[src/rtl/level_req_queue.sv]
// level_req_queue: per-level pending counters feeding an external priority
// encoder, plus a single-entry issue register toward the level logic.
// Upstream offers are counted per heap level; the encoder picks a level from
// pend and the chosen operation is moved into the issue register.
module level_req_queue #(
    parameter int unsigned LEVELS = 4,
    parameter int unsigned CNT_W  = 4,
    localparam int unsigned LW    = $clog2(LEVELS) + 1
) (
    input  logic          clk,
    input  logic          rst_n,

    input  logic          req_valid,
    input  logic [LW-1:0] req_level,
    output logic          req_ready,

    output logic [LEVELS:0] pend,
    input  logic [LW-1:0] sel,
    input  logic          sel_idle,

    output logic          iss_valid,
    output logic [LW-1:0] iss_level,
    input  logic          iss_ready,

    output logic          err
);

    localparam logic [LW-1:0]    MaxLevel = LW'(LEVELS);
    localparam logic [CNT_W-1:0] CntMax   = {CNT_W{1'b1}};

    logic [CNT_W-1:0] cnt_q [LEVELS+1];
    logic [CNT_W-1:0] cnt_d [LEVELS+1];

    logic          iss_valid_q, iss_valid_d;
    logic [LW-1:0] iss_level_q, iss_level_d;
    logic          err_q, err_d;

    logic [CNT_W-1:0] req_cnt;
    logic [CNT_W-1:0] sel_cnt;
    logic             req_in_range;
    logic             sel_in_range;
    logic             accept;
    logic             issue_free;
    logic             try_load;
    logic             load;

    // Counter lookup for the offered level and the encoder-selected level.
    // Done as an explicit mux so out-of-range indices read as zero.
    always_comb begin
        req_cnt = '0;
        sel_cnt = '0;
        pend    = '0;
        for (int i = 0; i <= int'(LEVELS); i++) begin
            if (req_level == LW'(i)) begin
                req_cnt = cnt_q[i];
            end
            if (sel == LW'(i)) begin
                sel_cnt = cnt_q[i];
            end
            pend[i] = (cnt_q[i] != '0);
        end
    end

    // Handshake decode: accept from upstream, load into the issue register.
    always_comb begin
        req_in_range = (req_level <= MaxLevel);
        sel_in_range = (sel <= MaxLevel);
        // Out-of-range offers are always taken (and flagged) so upstream never stalls.
        req_ready    = !req_in_range || (req_cnt != CntMax);
        accept       = req_valid && req_ready;
        issue_free   = !iss_valid_q || iss_ready;
        try_load     = !sel_idle && issue_free;
        load         = try_load && sel_in_range && (sel_cnt != '0);
    end

    // Counter next state: increment on accept, decrement on load; both cancel.
    always_comb begin
        for (int i = 0; i <= int'(LEVELS); i++) begin
            cnt_d[i] = cnt_q[i];
            if (accept && req_in_range && (req_level == LW'(i))) begin
                if (!(load && (sel == LW'(i)))) begin
                    cnt_d[i] = cnt_q[i] + 1'b1;
                end
            end else if (load && (sel == LW'(i))) begin
                cnt_d[i] = cnt_q[i] - 1'b1;
            end
        end
    end

    // Issue register and sticky error next state.
    always_comb begin
        iss_valid_d = iss_valid_q;
        iss_level_d = iss_level_q;
        err_d       = err_q;
        if (load) begin
            iss_valid_d = 1'b1;
            iss_level_d = sel;
        end else if (iss_valid_q && iss_ready) begin
            iss_valid_d = 1'b0;
        end
        // Bad offer level, or encoder pointing at an empty/invalid level.
        if ((accept && !req_in_range) || (try_load && !load)) begin
            err_d = 1'b1;
        end
    end

    // State registers; reset clears everything without waiting for an edge.
    always_ff @(posedge clk or negedge rst_n) begin
        if (!rst_n) begin
            for (int i = 0; i <= int'(LEVELS); i++) begin
                cnt_q[i] <= '0;
            end
            iss_valid_q <= 1'b0;
            iss_level_q <= '0;
            err_q       <= 1'b0;
        end else begin
            for (int i = 0; i <= int'(LEVELS); i++) begin
                cnt_q[i] <= cnt_d[i];
            end
            iss_valid_q <= iss_valid_d;
            iss_level_q <= iss_level_d;
            err_q       <= err_d;
        end
    end

    assign iss_valid = iss_valid_q;
    assign iss_level = iss_level_q;
    assign err       = err_q;

endmodule

[config.mk]
export PLATFORM = sky130hd
export DESIGN_NAME = level_req_queue
export DESIGN_NICKNAME = d
export VERILOG_FILES = /design/src/rtl/level_req_queue.sv
export SDC_FILE = /design/constraint.sdc
export NUM_CORES = 1
export LEC_CHECK = 0
export BUFFER_PORTS_ARGS = -buffer_cell sky130_fd_sc_hd__clkbuf_2
export CAP_MARGIN = 5
export CORE_MARGIN = 2
export CORE_UTILIZATION = 55
export CTS_CLUSTER_SIZE = 8
export DETAILED_ROUTE_END_ITERATION = 6
export GPL_TIMING_DRIVEN = 0
export MAX_ROUTING_LAYER = met4
export PLACE_DENSITY = 0.73
export SYNTH_ARGS = -nofsm -noshare
export SYNTH_HDL_FRONTEND = slang
export SYNTH_SLANG_ARGS = --single-unit
[constraint.sdc]
create_clock -name clk -period 3.85 [get_ports clk]
set_input_delay 0.77 -clock clk [delete_from_list [all_inputs] [get_ports clk]]
set_output_delay 0.77 -clock clk [all_outputs]
set_load 0.02 [all_outputs]
==> tab_implementation.tex <==
\begin{tabular}{lr}
\hline
Metric & Value \\
\hline
\multicolumn{2}{l}{\textbf{Detailed routing}} \\
Drt initial violations & 38 \\
Via Count & 1249 \\
DR pass1 iterations & 4 \\
Remaining antenna violation count after routing & 0 \\
Routed wire length per instance & between 15 and 20 um \\
Final routed DRC violation total & 0 \\
Post-Route WL & about 3.3 mm \\
Detailed-route vias per instance & between 5 and 6 \\
\multicolumn{2}{l}{\textbf{Timing}} \\
Post-Route Setup TNS & 0 ns \\
Endpoints failing setup & 0 \\
Highest attainable clock frequency & 414 MHz \\
Final hold slack & between 0.4 and 0.5 ns \\
Actual slew at the worst max-slew pin & 0.718 ns \\
Final hold viol count & 0 \\
Slew HR & 0.516 \\
Final Skew & 0.0214 ns \\
Minimum clock period after layout & between 2 and 2.5 ns \\
Setup repair after global routing missed its margin & false \\
Final Max Tran Viols & 0 \\
Setup WS post-layout & about 1.4 ns \\
Fin crit share & 0.627 \\
\multicolumn{2}{l}{\textbf{Critical path}} \\
Largest stage delay, worst path & about 0.6 ns \\
Minimum setup slack among reg-to-reg paths & between 1 and 1.5 ns \\
Path length in cells of the critical path & 8 \\
Signal arrival time at the worst endpoint & 2.70 ns \\
Cell class contributing the biggest share of worst-path delay & compound AO/OA/AOI/OAI gates \\
CP Class & flip-flop to flip-flop \\
Kind of end point of the critical path & flip-flop \\
Biggest fanout along the worst timing path & 6 \\
Buf/Inv on CP & 0 \\
Worst Reg2Reg Path Length in Cells & 8 \\
Startpoint type of the worst setup path & flip-flop \\
Data required time of the worst path & 4.14 ns \\
Critical path, cell by cell & nand4\_1 > o21ai\_0 > ha\_1 > a21o\_1 > a21oi\_1 > nor2\_1 > mux2i\_1 > xnor2\_1 \\
Crit path max-delay cell type & sky130\_fd\_sc\_hd\_\_o21ai\_0 \\
\multicolumn{2}{l}{\textbf{Run}} \\
Maximum Capacitance Violations & 0 \\
\multicolumn{2}{l}{\textbf{Place}} \\
Final estimated routing congestion in global placement & 0.781 \\
Inst Count DP & 206 \\
Sum of net half-perimeters after detailed placement & 2.51 mm \\
IO Port Bufs & 20 \\
Area of placed instances & around 1800 um2 \\
Dpl ws & 1.11 ns \\
\multicolumn{2}{l}{\textbf{Logic synthesis}} \\
Yosys top cell area share & 0.370 \\
Top cell type by total area after synthesis & sky130\_fd\_sc\_hd\_\_dfrtp\_1 \\
Most area-consuming cells after synthesis & sky130\_fd\_sc\_hd\_\_dfrtp\_1 37\%, sky130\_fd\_sc\_hd\_\_ha\_1 7.4\%, sky130\_fd\_sc\_hd\_\_fa\_1 5.9\%, sky130\_fd\_sc\_hd\_\_xnor2\_1 4.7\%, sky130\_fd\_sc\_hd\_\_mux2i\_1 4.1\% \\
Synthesis Warnings & 0 \\
Synthesized area per cell & 11.1 um2 \\
Net Count, Synth & between 150 and 200 \\
Number of distinct standard cells referenced by the synthesized netlist & 44 \\
Count of mapped cells out of synthesis & 153 \\
Synthesis-stage register bit count & 25 \\
Sequential share of the synthesized area & 0.370 \\
Synthesized area & roughly 1700 um2 \\
\multicolumn{2}{l}{\textbf{Floorplanning}} \\
Die X & just under 60 um \\
Ports placed on the boundary & 22 \\
Die Footprint & between 3000 and 4000 um2 \\
Chip height & 59.5 um \\
Effective utilization at floorplan & 0.568 \\
Placement row count & 20 \\
Core region area & about 3000 um2 \\
\multicolumn{2}{l}{\textbf{Global route}} \\
Total Routing Usage GR & 0.219 \\
Global route overflow & 0 \\
Largest net degree at the start of global routing & 26 \\
First-pass GRT wire length & approximately 5.7 mm \\
Vias in the first global route & 1253 \\
Initial antenna violation count & 0 \\
\multicolumn{2}{l}{\textbf{Final layout}} \\
Total of fill cells in the finished design & between 200 and 300 \\
Area of the multi-input gates & 1050 um2 \\
Share of the core filled with cells & 0.626 \\
Sequential cell area & 626 um2 \\
Most frequent cells in the layout & 25 x sky130\_fd\_sc\_hd\_\_dfrtp\_1, 20 x sky130\_fd\_sc\_hd\_\_clkbuf\_2, 10 x sky130\_fd\_sc\_hd\_\_ha\_1 \\
Number of cells in the finished layout apart from fillers & 210 \\
Layout cells sized above 1 & 0.220 \\
Antenna cell count & 0 \\
Final design area excluding fillers & 1860 um2 \\
\# nets final & a little over 200 \\
Area added between synthesis and finish & 10.1\% \\
Leading cell type in the layout, fill and taps excluded & sky130\_fd\_sc\_hd\_\_dfrtp\_1 \\
\multicolumn{2}{l}{\textbf{Clocking}} \\
Clock-pin transition on the worst setup and hold timing paths & $\sim$0.16 ns \\
Post CTS Setup Buffer Count & 0 \\
CTS max path bufs & 2 \\
Buffer cell driving the clock tree root & sky130\_fd\_sc\_hd\_\_clkbuf\_4 \\
CTS tree & built \\
Count of hold-fix buffers inserted at cts & 0 \\
Number of gates resized after CTS & 0 \\
Latest clock arrival within the worst-skew pair & 0.35 ns \\
Num CTS Buffers & 3 \\
Number of clock sinks & 25 \\
\# H-tree levels & 1 \\
\multicolumn{2}{l}{\textbf{Power and ir drop}} \\
Power per cell area & around 660 nW/um2 \\
Overall power of the completed layout & approximately 1.2 mW \\
Leakage power total & 0.807 nW \\
Maximum VDD drop & 0.309 mV \\
\multicolumn{2}{l}{\textbf{Outcome}} \\
Run status & completed \\
\multicolumn{2}{l}{\textbf{Hold path}} \\
Path type of the worst min-delay path & input port to async pin \\
\hline
\end{tabular}
## flip-flops by register name, indices dropped and copies added (netlist names)
register   cells
cnt_q         20
iss_level      3
err            1
iss_valid      1
## cell type report
cell class                      instances  area share
Buffer                                  1     0.00201
Inverter                                3     0.00604
Multi-Input combinational cell        124       0.564
Clock inverter                          1     0.00403
Timing Repair Buffer                   20      0.0537
Tap cell                               33      0.0221
Sequential cell                        25       0.336
Clock buffer                            3      0.0121
## synth_stat cells
| cell | n |
|---|---|
| sky130_fd_sc_hd__dfrtp_1 | 25 |
| sky130_fd_sc_hd__ha_1 | 10 |
| sky130_fd_sc_hd__a21oi_1 | 9 |
| sky130_fd_sc_hd__xnor2_1 | 9 |
| sky130_fd_sc_hd__mux2i_1 | 7 |
| sky130_fd_sc_hd__nand4_1 | 7 |
| sky130_fd_sc_hd__nor2_1 | 7 |
| sky130_fd_sc_hd__xor2_1 | 7 |
| sky130_fd_sc_hd__mux2_2 | 6 |
| sky130_fd_sc_hd__fa_1 | 5 |
| sky130_fd_sc_hd__nor3_1 | 5 |
| sky130_fd_sc_hd__o21ai_0 | 5 |
| sky130_fd_sc_hd__a21o_1 | 4 |
| sky130_fd_sc_hd__and3_1 | 3 |
| sky130_fd_sc_hd__inv_1 | 3 |
| sky130_fd_sc_hd__nor2b_1 | 3 |
| sky130_fd_sc_hd__and2_1 | 2 |
| sky130_fd_sc_hd__mux2_4 | 2 |
| sky130_fd_sc_hd__nand2_1 | 2 |
| sky130_fd_sc_hd__nand3_1 | 2 |
| sky130_fd_sc_hd__nor4bb_1 | 2 |
| sky130_fd_sc_hd__o21a_1 | 2 |
| sky130_fd_sc_hd__o31ai_1 | 2 |
| sky130_fd_sc_hd__or2_2 | 2 |
| sky130_fd_sc_hd__or4_1 | 2 |
| sky130_fd_sc_hd__or4_4 | 2 |
| sky130_fd_sc_hd__a211o_1 | 1 |
| sky130_fd_sc_hd__a22o_1 | 1 |
| sky130_fd_sc_hd__a31oi_1 | 1 |
| sky130_fd_sc_hd__and3_4 | 1 |
| sky130_fd_sc_hd__and3b_1 | 1 |
| sky130_fd_sc_hd__and4_1 | 1 |
| sky130_fd_sc_hd__and4b_1 | 1 |
| sky130_fd_sc_hd__clkbuf_1 | 1 |
| sky130_fd_sc_hd__nand3b_1 | 1 |
| sky130_fd_sc_hd__nand4b_1 | 1 |
| sky130_fd_sc_hd__nor3b_1 | 1 |
| sky130_fd_sc_hd__nor4_1 | 1 |
| sky130_fd_sc_hd__nor4b_1 | 1 |
| sky130_fd_sc_hd__o21bai_1 | 1 |
| sky130_fd_sc_hd__o22a_1 | 1 |
| sky130_fd_sc_hd__or3_1 | 1 |
| sky130_fd_sc_hd__xnor2_2 | 1 |
| sky130_fd_sc_hd__xor2_2 | 1 |
## layer usage
layer | global-route usage | wire, um | part of all wire | up-vias
met5 | - | 0 | 0 | -
met4 | 0.0714 | 43 | 0.013 | 0
met3 | 0.0480 | 88 | 0.027 | 5
met2 | 0.359 | 1690 | 0.51 | 12
met1 | 0.267 | 1480 | 0.45 | 617
li1 | - | - | - | 615
## power by group
part           switching (mW)  internal, mW
Clock                  0.0889        0.0400
Sequential              0.154         0.384
Combinational           0.273         0.293
## final timing paths
| kind | from | end |
|---|---|---|
| max | cnt_q[12] | cnt_q[15] |
| min | rst_n | cnt_q[19] |
| max reg2reg | cnt_q[12] | cnt_q[15] |
| min reg2reg | err | err |
| max in group asynchronous | rst_n | cnt_q[2] |
| min in group clk | err | err |
## kinds of logic (layout without fill, tap and decap cells)
| family | count (synthesis) | count (layout) | synth area share |
|---|---|---|---|
| and+or+nand+nor | 49 | 49 | 0.187 |
| AOI/OAI and AO/OA | 27 | 27 | 0.101 |
| DFF | 25 | 25 | 0.370 |
| xor gates and xnor gates | 18 | 18 | 0.102 |
| adders and majority gates | 15 | 15 | 0.133 |
| muxes | 15 | 15 | 0.0990 |
| buffers and inverters | 4 | 28 | 0.00887 |
No activity file was read; power rests on OpenSTA's default activity.
